[src/rtl/ps2_host_tx_if.sv]
// PS/2 host transmitter bundle: byte handshake plus open-drain line pins.
// Master is the system side, slave is the transmitter.
interface ps2_host_tx_if;
    logic [7:0] tx_data;
    logic       tx_valid;
    logic       tx_ready;
    logic       tx_done;
    logic       tx_error;
    logic       ps2_clk_in;
    logic       ps2_dat_in;
    logic       ps2_clk_oe;
    logic       ps2_dat_oe;

    modport master (
        output tx_data,
        output tx_valid,
        output ps2_clk_in,
        output ps2_dat_in,
        input  tx_ready,
        input  tx_done,
        input  tx_error,
        input  ps2_clk_oe,
        input  ps2_dat_oe
    );

    modport slave (
        input  tx_data,
        input  tx_valid,
        input  ps2_clk_in,
        input  ps2_dat_in,
        output tx_ready,
        output tx_done,
        output tx_error,
        output ps2_clk_oe,
        output ps2_dat_oe
    );
endinterface

[src/rtl/ps2_host_tx.sv]
// PS/2 host-to-device byte transmitter (inhibit, start, 8 data, parity, stop, ack).
// Optional: define PS2_HOST_TX_TIMEOUT_EN to abort stalled transfers.
module ps2_host_tx #(
    parameter int CLK_HOLD_CYCLES = 5000,
    parameter int TIMEOUT_CYCLES  = 750000
) (
    input  logic         CLOCK_50,
    input  logic         resetn,
    ps2_host_tx_if.slave bus
);

`ifdef PS2_HOST_TX_TIMEOUT_EN
    localparam int CNT_MAX = (CLK_HOLD_CYCLES > TIMEOUT_CYCLES) ?
                             CLK_HOLD_CYCLES : TIMEOUT_CYCLES;
`else
    localparam int CNT_MAX = CLK_HOLD_CYCLES;
`endif
    localparam int CNT_W = $clog2(CNT_MAX + 1);
    localparam logic [CNT_W-1:0] HOLD_LAST = CNT_W'(CLK_HOLD_CYCLES - 1);
    localparam logic [CNT_W-1:0] HOLD_PRE  = CNT_W'(CLK_HOLD_CYCLES - 2);
    localparam logic DAT_AT_ENTRY = (CLK_HOLD_CYCLES == 1);
`ifdef PS2_HOST_TX_TIMEOUT_EN
    localparam logic [CNT_W-1:0] TO_LAST = CNT_W'(TIMEOUT_CYCLES - 1);
`endif

    typedef enum logic [2:0] {
        IDLE,
        INHIBIT,
        START,
        BITS,
        ACK,
        WAIT_IDLE
    } state_t;

    state_t           r_state;
    logic             r_tx_ready;
    logic             r_tx_done;
    logic             r_tx_error;
    logic             r_clk_oe;
    logic             r_dat_oe;
    logic [3:0]       r_idx;
    logic [CNT_W-1:0] r_cnt;
    logic [7:0]       r_data;
    logic             r_par;

    logic             r_clk_s1;
    logic             r_clk_s2;
    logic             r_clk_d;
    logic             r_dat_s1;
    logic             r_dat_s2;

    logic             w_fall;
    logic [9:0]       w_frame;
    logic [3:0]       w_nxt_idx;
    logic             w_nxt_bit;
`ifdef PS2_HOST_TX_TIMEOUT_EN
    logic             w_waiting;
`endif

    // Bring the raw lines into the clock domain and keep last clk for edge detect.
    always_ff @(posedge CLOCK_50 or negedge resetn) begin
        if (!resetn) begin
            r_clk_s1 <= 1'b1;
            r_clk_s2 <= 1'b1;
            r_clk_d  <= 1'b1;
            r_dat_s1 <= 1'b1;
            r_dat_s2 <= 1'b1;
        end else begin
            r_clk_s1 <= bus.ps2_clk_in;
            r_clk_s2 <= r_clk_s1;
            r_clk_d  <= r_clk_s2;
            r_dat_s1 <= bus.ps2_dat_in;
            r_dat_s2 <= r_dat_s1;
        end
    end

    assign w_fall    = r_clk_d & ~r_clk_s2;
    // Bit order on the wire after the start bit: data LSB first, parity, stop.
    assign w_frame   = {1'b1, r_par, r_data};
    assign w_nxt_idx = r_idx + 4'd1;
    assign w_nxt_bit = w_frame[w_nxt_idx];
`ifdef PS2_HOST_TX_TIMEOUT_EN
    assign w_waiting = (r_state == START) || (r_state == BITS) ||
                       (r_state == ACK)   || (r_state == WAIT_IDLE);
`endif

    // Transfer sequencer; every output is a register.
    always_ff @(posedge CLOCK_50 or negedge resetn) begin
        if (!resetn) begin
            r_state    <= IDLE;
            r_tx_ready <= 1'b1;
            r_tx_done  <= 1'b0;
            r_tx_error <= 1'b0;
            r_clk_oe   <= 1'b0;
            r_dat_oe   <= 1'b0;
            r_idx      <= 4'd0;
            r_cnt      <= '0;
            r_data     <= 8'd0;
            r_par      <= 1'b0;
        end else begin
            r_tx_done  <= 1'b0;
            r_tx_error <= 1'b0;
`ifdef PS2_HOST_TX_TIMEOUT_EN
            if (w_waiting) begin
                r_cnt <= r_cnt + 1'b1;
            end
`endif
            unique case (r_state)
                IDLE: begin
                    // Ready drops for one cycle after returning, so a
                    // request is only taken once ready is visible.
                    if (r_tx_ready && bus.tx_valid) begin
                        r_data     <= bus.tx_data;
                        r_par      <= ~^bus.tx_data;
                        r_tx_ready <= 1'b0;
                        r_clk_oe   <= 1'b1;
                        r_dat_oe   <= DAT_AT_ENTRY;
                        r_cnt      <= '0;
                        r_state    <= INHIBIT;
                    end else begin
                        r_tx_ready <= 1'b1;
                        r_clk_oe   <= 1'b0;
                        r_dat_oe   <= 1'b0;
                    end
                end
                INHIBIT: begin
                    if (r_cnt == HOLD_LAST) begin
                        r_clk_oe <= 1'b0;
                        r_cnt    <= '0;
                        r_state  <= START;
                    end else begin
                        r_cnt <= r_cnt + 1'b1;
                        if (r_cnt == HOLD_PRE) begin
                            r_dat_oe <= 1'b1;
                        end
                    end
                end
                START: begin
                    if (w_fall) begin
                        r_idx    <= 4'd0;
                        r_dat_oe <= ~r_data[0];
                        r_cnt    <= '0;
                        r_state  <= BITS;
                    end
                end
                BITS: begin
                    if (w_fall) begin
                        r_cnt <= '0;
                        if (r_idx == 4'd9) begin
                            r_dat_oe <= 1'b0;
                            r_idx    <= 4'd0;
                            r_state  <= ACK;
                        end else begin
                            r_idx    <= w_nxt_idx;
                            r_dat_oe <= ~w_nxt_bit;
                        end
                    end
                end
                ACK: begin
                    if (w_fall) begin
                        r_cnt <= '0;
                        if (!r_dat_s2) begin
                            r_state <= WAIT_IDLE;
                        end else begin
                            r_tx_error <= 1'b1;
                            r_state    <= IDLE;
                        end
                    end
                end
                WAIT_IDLE: begin
                    if (r_clk_s2 && r_dat_s2) begin
                        r_tx_done <= 1'b1;
                        r_cnt     <= '0;
                        r_state   <= IDLE;
                    end
                end
                default: begin
                    r_clk_oe <= 1'b0;
                    r_dat_oe <= 1'b0;
                    r_state  <= IDLE;
                end
            endcase
`ifdef PS2_HOST_TX_TIMEOUT_EN
            // A stalled device overrides whatever the state would do this cycle.
            if (w_waiting && (r_cnt == TO_LAST)) begin
                r_clk_oe   <= 1'b0;
                r_dat_oe   <= 1'b0;
                r_idx      <= 4'd0;
                r_cnt      <= '0;
                r_tx_done  <= 1'b0;
                r_tx_error <= 1'b1;
                r_state    <= IDLE;
            end
`endif
        end
    end

    assign bus.tx_ready   = r_tx_ready;
    assign bus.tx_done    = r_tx_done;
    assign bus.tx_error   = r_tx_error;
    assign bus.ps2_clk_oe = r_clk_oe;
    assign bus.ps2_dat_oe = r_dat_oe;

endmodule

[src/flat_wrapper.sv]
// flat-port wrapper written by rule: the top's interface ports become plain ports
module ps2_host_tx_flat 
#(
    parameter int CLK_HOLD_CYCLES = 5000,
    parameter int TIMEOUT_CYCLES  = 750000
)
  (CLOCK_50, resetn, bus_tx_data, bus_tx_valid, bus_ps2_clk_in, bus_ps2_dat_in, bus_tx_ready, bus_tx_done, bus_tx_error, bus_ps2_clk_oe, bus_ps2_dat_oe);
  ps2_host_tx_if bus_i ();
  input  logic CLOCK_50;
  input  logic resetn;
  input wire logic [$bits(bus_i.tx_data)-1:0] bus_tx_data;
  input wire logic [$bits(bus_i.tx_valid)-1:0] bus_tx_valid;
  input wire logic [$bits(bus_i.ps2_clk_in)-1:0] bus_ps2_clk_in;
  input wire logic [$bits(bus_i.ps2_dat_in)-1:0] bus_ps2_dat_in;
  output wire logic [$bits(bus_i.tx_ready)-1:0] bus_tx_ready;
  output wire logic [$bits(bus_i.tx_done)-1:0] bus_tx_done;
  output wire logic [$bits(bus_i.tx_error)-1:0] bus_tx_error;
  output wire logic [$bits(bus_i.ps2_clk_oe)-1:0] bus_ps2_clk_oe;
  output wire logic [$bits(bus_i.ps2_dat_oe)-1:0] bus_ps2_dat_oe;
  assign bus_i.tx_data = bus_tx_data;
  assign bus_i.tx_valid = bus_tx_valid;
  assign bus_i.ps2_clk_in = bus_ps2_clk_in;
  assign bus_i.ps2_dat_in = bus_ps2_dat_in;
  assign bus_tx_ready = bus_i.tx_ready;
  assign bus_tx_done = bus_i.tx_done;
  assign bus_tx_error = bus_i.tx_error;
  assign bus_ps2_clk_oe = bus_i.ps2_clk_oe;
  assign bus_ps2_dat_oe = bus_i.ps2_dat_oe;
  ps2_host_tx #(.CLK_HOLD_CYCLES(CLK_HOLD_CYCLES), .TIMEOUT_CYCLES(TIMEOUT_CYCLES)) u_core (.CLOCK_50(CLOCK_50), .resetn(resetn), .bus(bus_i));
endmodule
[config.mk]
export PLATFORM = sky130hd
export DESIGN_NAME = ps2_host_tx_flat
export DESIGN_NICKNAME = d
export VERILOG_FILES = /design/src/rtl/ps2_host_tx_if.sv /design/src/rtl/ps2_host_tx.sv /design/src/flat_wrapper.sv
export SDC_FILE = /design/constraint.sdc
export NUM_CORES = 1
export LEC_CHECK = 0
export CAP_MARGIN = 15
export CORE_MARGIN = 1
export CORE_UTILIZATION = 55
export DETAILED_ROUTE_END_ITERATION = 10
export MAX_ROUTING_LAYER = met4
export PLACE_DENSITY = 0.78
export SLEW_MARGIN = 25
export SYNTH_ARGS = -nofsm -noshare
export SYNTH_HDL_FRONTEND = slang
export SYNTH_SLANG_ARGS = --single-unit
[constraint.sdc]
create_clock -name CLOCK_50 -period 1.9 [get_ports CLOCK_50]
set_input_delay 0.38 -clock CLOCK_50 [delete_from_list [all_inputs] [get_ports CLOCK_50]]
set_output_delay 0.38 -clock CLOCK_50 [all_outputs]
set_load 0.01 [all_outputs]
==> impl_metrics.csv <==
group,metric,value,unit
outcome,outcome,"finished, final reports clean",
setup_path,rr_worst_depth,5,
setup_path,arrival,1970,ps
power,power.share.sequential,0.486,
power,internal_power,1400,µW
logic_synthesis,muxShareOfSynthArea,0.0746,
logic_synthesis,synthDistinctLibCells,44,
sta,hold-worst-slack,128,ps
sta,setup_viol,0,
logic_synthesis,ys_async_sr_fraction,1.00,
drt,vias_per_cell,5.97,
logic_synthesis,synth_xor_area_frac,0.0414,
die,ios,18,
clock_network,clock_path_buffers,2,
final_layout,fin_nets,247,
clock_network,clockRootBuffer,"clkbuf_8",
clock_network,postCtsSetupRepairBufs,0,
logic_synthesis,syn_nets,225,
grt,grt_pass1_wl,7620,µm
logic_synthesis,synth_compound_area_frac,0.166,
drt,drc,0,
setup_path,r2r-end,"u_core.r_cnt[5]",
setup_path,crit_fanout,24,
power,p_leak,0.00103,µW
grt,overflow,0,
clock_network,cts_resized,0,
power,swShare,0.191,
logic_synthesis,synth_area_leaders,"dfrtp_1 39%, dfstp_2 7.5%, a21oi_1 5.4%, mux2_2 5.3%, xnor2_1 3.3%",
sta,slew_headroom,0.673,
hold_path,hold_path.class,"in -> async",
drt,firstDrtPassIters,4,
grt,grt_usage,0.252,
final_layout,fillers,272,
logic_synthesis,synth_top_area_cell,"dfrtp_1",
job,maxCapViolCount,0,
power,p_clk_frac,0.470,
logic_synthesis,synth_top_family_by_area,"simple AND/OR/NAND/NOR gates",
sta,setup_tns,0,ps
sta,period_share,0.936,
sta,fin_crit,1780,ps
grt,grt_pass1_vias,1675,
place,place.gp.congestion,0.846,
grt,grt_max_degree,40,
clock_network,cts_max_level,2,
sta,finalHoldViolations,0,
clock_network,holdBufCountCts,0,
setup_path,crit_type,"reg -> reg",
clock_network,cts_tree,"built",
drt,num_vias,1665,
sta,worst_pin_slew,490,ps
logic_synthesis,post_synth_fa_ha_maj_area_fraction,0.0237,
logic_synthesis,yosys_warnings,0,
logic_synthesis,syn-cell-area,2110,µm²
sta,drv_slew,0,
logic_synthesis,synth_top_area_share,0.391,
sta,skew,8.83,ps
die,rows,22,
die,core_area,3660,µm²
die,initial_core_util,0.578,
logic_synthesis,synthSimpleGateAreaFrac,0.182,
sta,rsz0062_at_grt,"no",
logic_synthesis,ys_seq_area_frac,0.465,
die,die_h,64.0,µm
logic_synthesis,synth_top_flop_cell,"dfrtp_1",
power,p_per_area,689,nW/µm²
final_layout,drive_gt1_frac,0.203,
power,combPwrFrac,0.044,
place,portBuffers,17,
setup_path,worstSetupEndpointType,"flip-flop",
logic_synthesis,synthCells,208,
clock_network,clk_latency,300,ps
logic_synthesis,yosysMostFrequentCell,"dfrtp_1",
setup_path,required,2090,ps
clock_network,path_clk_slew,80,ps
setup_path,r2r_slack,120,ps
power,ir_drop,0.794,mV
final_layout,syn2layout_area_growth,19.3,%
place,hpwl,3050,µm
drt,ant_nets,0,
sta,max_freq,562,MHz
die,dieArea,4100,µm²
drt,drt-wirelength-per-cell,15.7,µm
setup_path,timing.rr.start,"u_core.r_cnt[5]",
die,die_w,64.0,µm
power,netSwitchingPower,332,µW
logic_synthesis,synthTopCellsByCount,"33 x dfrtp_1, 23 x a21oi_1, 13 x nand2_1, 13 x nor2_1, 13 x o21ai_0",
drt,routed_wl,4390,µm
logic_synthesis,ys_ff_latch,39,
logic_synthesis,avgSynthCellArea,10.2,µm²
clock_network,cts_buffers,5,
logic_synthesis,synth-edff-count,0,
drt,drt_iter0_drc,144,
clock_network,cts_sinks,39,
grt,grt_antenna_before_repair,0,
final_layout,n_antenna_cell,0,
setup_path,start_kind,"flip-flop",
critical path, cell delays in order (launching register included):
cell and delay, ps:
dfrtp_1 450, nor4b_4 320, nand3_1 110, o21a_2 370, a21o_1 210, a22o_1 220
final cells by class:
type | count | area [µm²] | share of cell area
multi-input combinational | 150 | 1050 | 0.416
sequential | 39 | 988 | 0.392
tap | 48 | 60.1 | 0.0238
clock inverter | 2 | 60.1 | 0.0238
timing repair buffer | 27 | 265 | 0.105
inverter | 7 | 26.3 | 0.0104
clock buffer | 6 | 72.6 | 0.0288
routing by layer:
metal,routed length [µm],vias up,global-route usage
met2,2120,46,0.376
met1,1980,811,0.318
li1,-,796,-
met5,0,-,-
met3,185,12,0.0750
met4,104,0,0.105
sequential cells by signal (all words and copies together), names as in the netlist:
| signal | cells |
|---|---|
| u_core.r_dat_s2 | 1 |
| u_core.r_data | 8 |
| u_core.r_par | 1 |
| u_core.bus.ps2_clk_oe | 1 |
| u_core.r_clk_s2 | 1 |
| u_core.r_clk_s1 | 1 |
| u_core.r_state | 3 |
| u_core.bus.tx_error | 1 |
| u_core.bus.ps2_dat_oe | 1 |
| u_core.r_idx | 4 |
| u_core.bus.tx_done | 1 |
| u_core.bus.tx_ready | 1 |
| u_core.r_cnt | 13 |
| u_core.r_dat_s1 | 1 |
| u_core.r_clk_d | 1 |
cell families after synthesis:
group | count (synthesis)
fa+ha+maj | 4
compound gates | 58
buf+inv | 19
simple gates | 66
flops | 39
mux | 12
xor+xnor | 10
worst max path at each step:
stage	start	endpoint	slack (ps)	cells past startpoint
after floorplan	u_core.r_cnt[6]	u_core.r_cnt[0]	330	6
after global placement	bus_tx_valid	u_core.r_cnt[4]	60	7
after detailed placement	bus_tx_valid	u_core.r_cnt[5]	30	7
after CTS	u_core.r_idx[0]	u_core.bus.ps2_dat_oe	30	5
after global routing	u_core.r_cnt[5]	u_core.r_cnt[5]	20	5
final	u_core.r_cnt[5]	u_core.r_cnt[5]	120	5
cell usage in the layout, fill, tap and decap left out, drive strengths merged, types with 2 or more instances in the layout:
cell / Yosys / layout
nor2: 13 / 13
and4: 4 / 4
nor2b: 5 / 5
dfrtp: 33 / 33
a21o: 2 / 2
a31oi: 5 / 5
nand3b: 4 / 4
nand2: 13 / 13
nand2b: 3 / 3
mux2: 10 / 10
inv: 7 / 7
a22o: 4 / 4
o21ai: 15 / 15
xor2: 2 / 2
nand3: 10 / 10
dfstp: 6 / 6
mux4: 2 / 2
buf: 12 / 11
nor3: 2 / 2
a21oi: 23 / 23
ha: 4 / 4
clkbuf: 0 / 6
and3: 4 / 4
xnor2: 8 / 8
nor4b: 2 / 2
nand4: 3 / 3
clkdlybuf4s50: 0 / 16
bufinv: 0 / 2
power groups by stage:
stage               registers, µW  logic [µW]  clock network, µW
floorplan                     858        28.4                  0
global placement              859        74.2                  0
detailed placement            860        77.6                  0
CTS                           844        77.8                829
global route                  845        85.3                857
finish                        844        76.1                817
stage by stage:
| stage | power (µW) | cells | cell area (µm²) | worst slack (ps) | util |
|---|---|---|---|---|---|
| finish | 1740 | 279 | 2520 | 122 | 0.689 |
| global route | 1790 | 279 | 2520 | 16.7 | 0.689 |
| global placement | 933 | 271 | 2370 | 63.8 | 0.646 |
| CTS | 1750 | 279 | 2500 | 29.6 | 0.683 |
| floorplan | 887 | 208 | 2110 | 325 | - |
| detailed placement | 937 | 271 | 2370 | 30.3 | 0.646 |
(Power assumes the default switching activity.)
